### config.mk
export PLATFORM = sky130hd
export DESIGN_NAME = uart_rx_frame_controller
export DESIGN_NICKNAME = d
export VERILOG_FILES = /design/src/rtl/uart_rx_frame_controller.sv
export SDC_FILE = /design/constraint.sdc
export NUM_CORES = 1
export LEC_CHECK = 0
export BUFFER_PORTS_ARGS = -buffer_cell sky130_fd_sc_hd__buf_2
export CAP_MARGIN = 20
export CORE_ASPECT_RATIO = 1.2
export CORE_MARGIN = 8
export CORE_UTILIZATION = 65
export CTS_BUF_LIST = sky130_fd_sc_hd__clkbuf_4 sky130_fd_sc_hd__clkbuf_8
export CTS_CLUSTER_SIZE = 10
export DETAILED_ROUTE_END_ITERATION = 8
export HOLD_SLACK_MARGIN = 0.03
export PLACE_DENSITY = 0.86
export SKIP_LAST_GASP = 1
export SYNTH_ARGS = -nofsm -noshare
export SYNTH_HDL_FRONTEND = slang
export SYNTH_SLANG_ARGS = --single-unit
export TNS_END_PERCENT = 50
### constraint.sdc
create_clock -name i_clk -period 2.7 [get_ports i_clk]
set_input_delay 0.54 -clock i_clk [delete_from_list [all_inputs] [get_ports i_clk]]
set_output_delay 0.54 -clock i_clk [all_outputs]
set_load 0.01 [all_outputs]
### src/rtl/uart_rx_frame_controller.sv
// UART receive frame sequencer: start-bit qualification, 8 data bits LSB first,
// even-parity check (XOR of data equals parity bit), stop-bit check and one-cycle status pulses.
module uart_rx_frame_controller #(
    parameter int CLKS_PER_BIT = 16
) (
    input  logic       i_clk,
    input  logic       i_reset,
    input  logic       i_rx,
    output logic [7:0] o_data_out,
    output logic       o_data_valid,
    output logic       o_parity_error,
    output logic       o_framing_error,
    output logic       o_busy
);
    localparam int CW = $clog2(CLKS_PER_BIT);
    localparam logic [CW-1:0] HALF_M1 = CW'(CLKS_PER_BIT / 2 - 1);
    localparam logic [CW-1:0] FULL_M1 = CW'(CLKS_PER_BIT - 1);

    typedef enum logic [2:0] {
        IDLE,
        START,
        DATA,
        PARITY,
        STOP,
        WAIT_IDLE
    } state_t;

    state_t        r_state, w_state_next;
    logic [CW-1:0] r_cnt, w_cnt_next;
    logic [2:0]    r_idx, w_idx_next;
    logic [7:0]    r_shift, w_shift_next;
    logic          r_parity, w_parity_next;
    logic          r_stop_seen, w_stop_seen_next;
    logic          r_stop_bit, w_stop_bit_next;
    logic [7:0]    r_data_out, w_data_out_next;
    logic          r_data_valid, w_data_valid_next;
    logic          r_parity_error, w_parity_error_next;
    logic          r_framing_error, w_framing_error_next;
    logic          r_rx_meta, r_rx_s;
    logic          w_tick, w_parity_ok;

    // Synchronizer idles high so a reset never fabricates a start bit.
    always_ff @(posedge i_clk) begin
        if (i_reset) begin
            r_rx_meta <= 1'b1;
            r_rx_s    <= 1'b1;
        end else begin
            r_rx_meta <= i_rx;
            r_rx_s    <= r_rx_meta;
        end
    end

    always_ff @(posedge i_clk) begin
        if (i_reset) begin
            r_state         <= IDLE;
            r_cnt           <= '0;
            r_idx           <= '0;
            r_shift         <= '0;
            r_parity        <= 1'b0;
            r_stop_seen     <= 1'b0;
            r_stop_bit      <= 1'b0;
            r_data_out      <= 8'h00;
            r_data_valid    <= 1'b0;
            r_parity_error  <= 1'b0;
            r_framing_error <= 1'b0;
        end else begin
            r_state         <= w_state_next;
            r_cnt           <= w_cnt_next;
            r_idx           <= w_idx_next;
            r_shift         <= w_shift_next;
            r_parity        <= w_parity_next;
            r_stop_seen     <= w_stop_seen_next;
            r_stop_bit      <= w_stop_bit_next;
            r_data_out      <= w_data_out_next;
            r_data_valid    <= w_data_valid_next;
            r_parity_error  <= w_parity_error_next;
            r_framing_error <= w_framing_error_next;
        end
    end

    assign w_tick      = (r_cnt == FULL_M1);
    assign w_parity_ok = ((^r_shift) == r_parity);

    always_comb begin
        w_state_next         = r_state;
        w_cnt_next           = r_cnt + CW'(1);
        w_idx_next           = r_idx;
        w_shift_next         = r_shift;
        w_parity_next        = r_parity;
        w_stop_seen_next     = 1'b0;
        w_stop_bit_next      = r_stop_bit;
        w_data_out_next      = r_data_out;
        w_data_valid_next    = 1'b0;
        w_parity_error_next  = 1'b0;
        w_framing_error_next = 1'b0;

        case (r_state)
            IDLE: begin
                w_cnt_next = '0;
                if (!r_rx_s) begin
                    w_state_next = START;
                end
            end
            START: begin
                if (r_cnt == HALF_M1) begin
                    w_cnt_next   = '0;
                    w_idx_next   = '0;
                    w_state_next = r_rx_s ? IDLE : DATA;
                end
            end
            DATA: begin
                if (w_tick) begin
                    w_shift_next[r_idx] = r_rx_s;
                    w_cnt_next          = '0;
                    w_idx_next          = r_idx + 3'd1;
                    if (r_idx == 3'd7) begin
                        w_state_next = PARITY;
                    end
                end
            end
            PARITY: begin
                if (w_tick) begin
                    w_parity_next = r_rx_s;
                    w_cnt_next    = '0;
                    w_state_next  = STOP;
                end
            end
            // The stop sample is held one cycle so pulses land on the edge IDLE is re-entered.
            STOP: begin
                if (r_stop_seen) begin
                    w_cnt_next           = '0;
                    w_data_out_next      = w_parity_ok ? r_shift : 8'h00;
                    w_data_valid_next    = w_parity_ok && r_stop_bit;
                    w_parity_error_next  = !w_parity_ok;
                    w_framing_error_next = !r_stop_bit;
                    w_state_next         = r_stop_bit ? IDLE : WAIT_IDLE;
                end else if (w_tick) begin
                    w_cnt_next       = '0;
                    w_stop_bit_next  = r_rx_s;
                    w_stop_seen_next = 1'b1;
                end
            end
            WAIT_IDLE: begin
                w_cnt_next = '0;
                if (r_rx_s) begin
                    w_state_next = IDLE;
                end
            end
            default: begin
                w_state_next = IDLE;
                w_cnt_next   = '0;
            end
        endcase
    end

    assign o_data_out      = r_data_out;
    assign o_data_valid    = r_data_valid;
    assign o_parity_error  = r_parity_error;
    assign o_framing_error = r_framing_error;
    assign o_busy          = (r_state != IDLE);

endmodule

==> reports/qor.yml <==
sta:
  min_period_ns: 1.95
  setup_ws_ns: 0.745
  hold_viol: 0
  fin_skew_ns: 0.0190
  rsz0062_at_grt: "no"
  post-route-period-util_pct: 72.4
  setup_violations: 0
  max_freq_ghz: 0.512
  finalSetupTns_ns: 0
  tightest_slew_ns: 0.787
  slew_violations: 0
  max-slew-margin-rel_pct: 47.4
critical_path:
  reg2reg_from: "r_state[1]"
  worstPathArrival_ns: 1.41
  max_stage_delay_ns: 0.50
  critPathLaunchType: "flip-flop"
  cp_slowest_cell: "dfxtp_1"
  r2r_slack_ns: 0.79
  path_cells: "or3_1, buf_2"
  crit_required_ns: 2.16
  path_max_fanout: 19
  end_kind: "primary output"
  path_class: "flip-flop to primary output"
  r2r-end: "r_shift[2]"
  r2r_cells: 4
floorplanning:
  num_io_pins: 15
  die_w_um: 60.7
  row_count: 19
  core_area_um2: 2280
  start_util_pct: 68.4
  die_area_um2: 4230
  die_h_um: 69.7
finish:
  final_common_cell: "dfxtp_1"
  fillers: 183
  nets: 181
  final_cell_mix: "dfxtp_1, nor2_1, buf_2"
  area_growth_pct: 7.61
  n_antenna_cell: 0
  drive_gt1_share_pct: 17.2
placement:
  port_buffers: 14
  place_ws_ns: 0.824
  hpwl_um: 2340
  gp_congestion: 0.915
cts:
  cts_max_level: 2
  worstSkewPairLatency_ns: 0.33
  cts_max_path_buffers: 2
  cts_hold_buf: 0
  cts_tree: "built"
  cts_made_buffers: 5
  post_cts_buffers: 0
  clock_sinks: 34
  clkSlewWorstSetupHoldPaths_ns: 0.10
  cts_resized: 0
  clockRootBuffer: "clkbuf_4"
global_routing:
  track_usage_pct: 16.8
  grt_pass1_wl_um: 5560
  grt_max_degree: 24
  gr-total-overflow: 0
  grt_pass1_vias: 1282
  antenna_found_initial: 0
drt:
  wl_per_cell_um: 15.7
  drt-initial-drc-count: 56
  vias: 1286
  dr.pass1.iters: 4
  route.detailed.drc: 0
  viasPerCell: 6.27
  drt-total-wl_um: 3220
  ant_nets: 0
synth:
  seq_area_frac_synth_pct: 43.6
  syn-num-nets: 168
  netlist.area_leader.share_pct: 43.6
  synth_cell_types: 40
  synth_warnings: 0
  syn_area_per_cell_um2: 9.64
  synth.area.top_cells: "dfxtp_1, a32o_1, mux2i_1, nor2_1, a21oi_1"
  yosysTopAreaCell: "dfxtp_1"
  syn-cell-area_um2: 1560
  synth-seq-cells: 34
  synthCells: 162
hold_path:
  holdCritPathClass: "primary input to flip-flop"
  min_delay_path_depth: 2
  worstHoldStart: "i_rx"
  holdPathEnd: "r_rx_meta"
pwr:
  p_leak_nw: 0.670
  power_mw: 0.885
  peakVddDrop_mv: 0.421
  p_per_area_nw_per_um2: 527
outcome:
  status: "completed"
flow_run:
  max_cap_viol_count: 0
[through the flow]
stage | std cells | hold WS, ns | area (um2) | util, %
after floorplan | 162 | 0.389 | 1560 | -
after global placement | 199 | 0.394 | 1630 | 71.4
after detailed placement | 199 | 0.396 | 1630 | 71.4
after CTS | 205 | 0.401 | 1680 | 73.6
after global routing | 205 | 0.405 | 1680 | 73.6
final | 205 | 0.412 | 1680 | 73.6
[sequential cells by signal, indices dropped and copies added (netlist names)]
signal and cells:
r_parity 1, o_data_valid 1, o_data_out 8, r_shift 8, r_rx_meta 1, o_parity_error 1
o_framing_error 1, r_stop_seen 1, r_rx_s 1, r_state 3, r_idx 3, r_cnt 4
r_stop_bit 1
[cells in the mapped netlist, drive strengths merged]
cell type / instances
nor3b: 2
nor3: 4
nor2b: 5
xnor2: 6
nor4: 2
or3: 1
or2: 3
a31oi: 2
o21ai: 3
o211ai: 2
a2111oi: 1
a21bo: 1
nand3b: 3
a32o: 8
nand3: 9
a22o: 1
o2111a: 1
nor2: 17
o41ai: 1
o21a: 1
a211oi: 2
clkbuf: 4
mux2i: 8
inv: 3
nand2: 6
xnor3: 1
nand4: 5
nand2b: 2
dfxtp: 34
buf: 4
or3b: 4
and3: 2
xor2: 1
a21oi: 9
ha: 3
nor4b: 1
[where the power goes]
group / internal (mW) / switching, mW
combinational: 0.0388 / 0.0435
sequential: 0.508 / 0.0245
clock: 0.117 / 0.153
total: 0.664 / 0.221
[final cells by class]
type / count / area (um2) / area share [%]
multi-input cells: 117 / 828 / 49.3
flip-flops and latches: 34 / 681 / 40.5
repair buffers: 14 / 70.1 / 4.17
clock buffers: 6 / 51.3 / 3.05
well taps: 31 / 38.8 / 2.31
inverters: 3 / 11.3 / 0.670
[kinds of logic (layout without fill, tap and decap cells)]
kind of cell | Yosys count | after routing | synth area share [%]
simple gates | 66 | 66 | 23.3
flops | 34 | 34 | 43.6
compound gates | 32 | 32 | 15.5
buf+inv | 11 | 23 | 3.36
xor+xnor | 8 | 8 | 6.65
mux | 8 | 8 | 5.13
fa+ha+maj | 3 | 3 | 2.40
[critical path: cells and delay by family, from the launching register on]
| kind | cells | cell delay (ns) |
|---|---|---|
| flip-flops | 1 | 0.50 |
| buffers and inverters | 1 | 0.15 |
| AND/OR/NAND/NOR | 1 | 0.43 |
[worst max-delay path by stage]
stage / start / to / slack (ns)
floorplan: r_shift[3] / o_data_out[0] / 1.20
finish: r_state[2] / o_busy / 0.75
global route: r_state[1] / r_shift[2] / 0.64
detailed placement: r_state[1] / r_shift[5] / 0.82
CTS: r_state[2] / o_busy / 0.75
global placement: r_state[1] / r_shift[6] / 0.95
[metal layers]
| metal | vias to the layer above | track usage, % | part of all wire, % |
|---|---|---|---|
| li1 | 624 | - | - |
| met1 | 619 | 18.3 | 41 |
| met2 | 35 | 27.8 | 52 |
| met3 | 8 | 5.38 | 4.2 |
| met4 | 0 | 7.79 | 2.4 |
| met5 | - | 0 | 0 |
No activity file was read; power rests on OpenSTA's default activity.
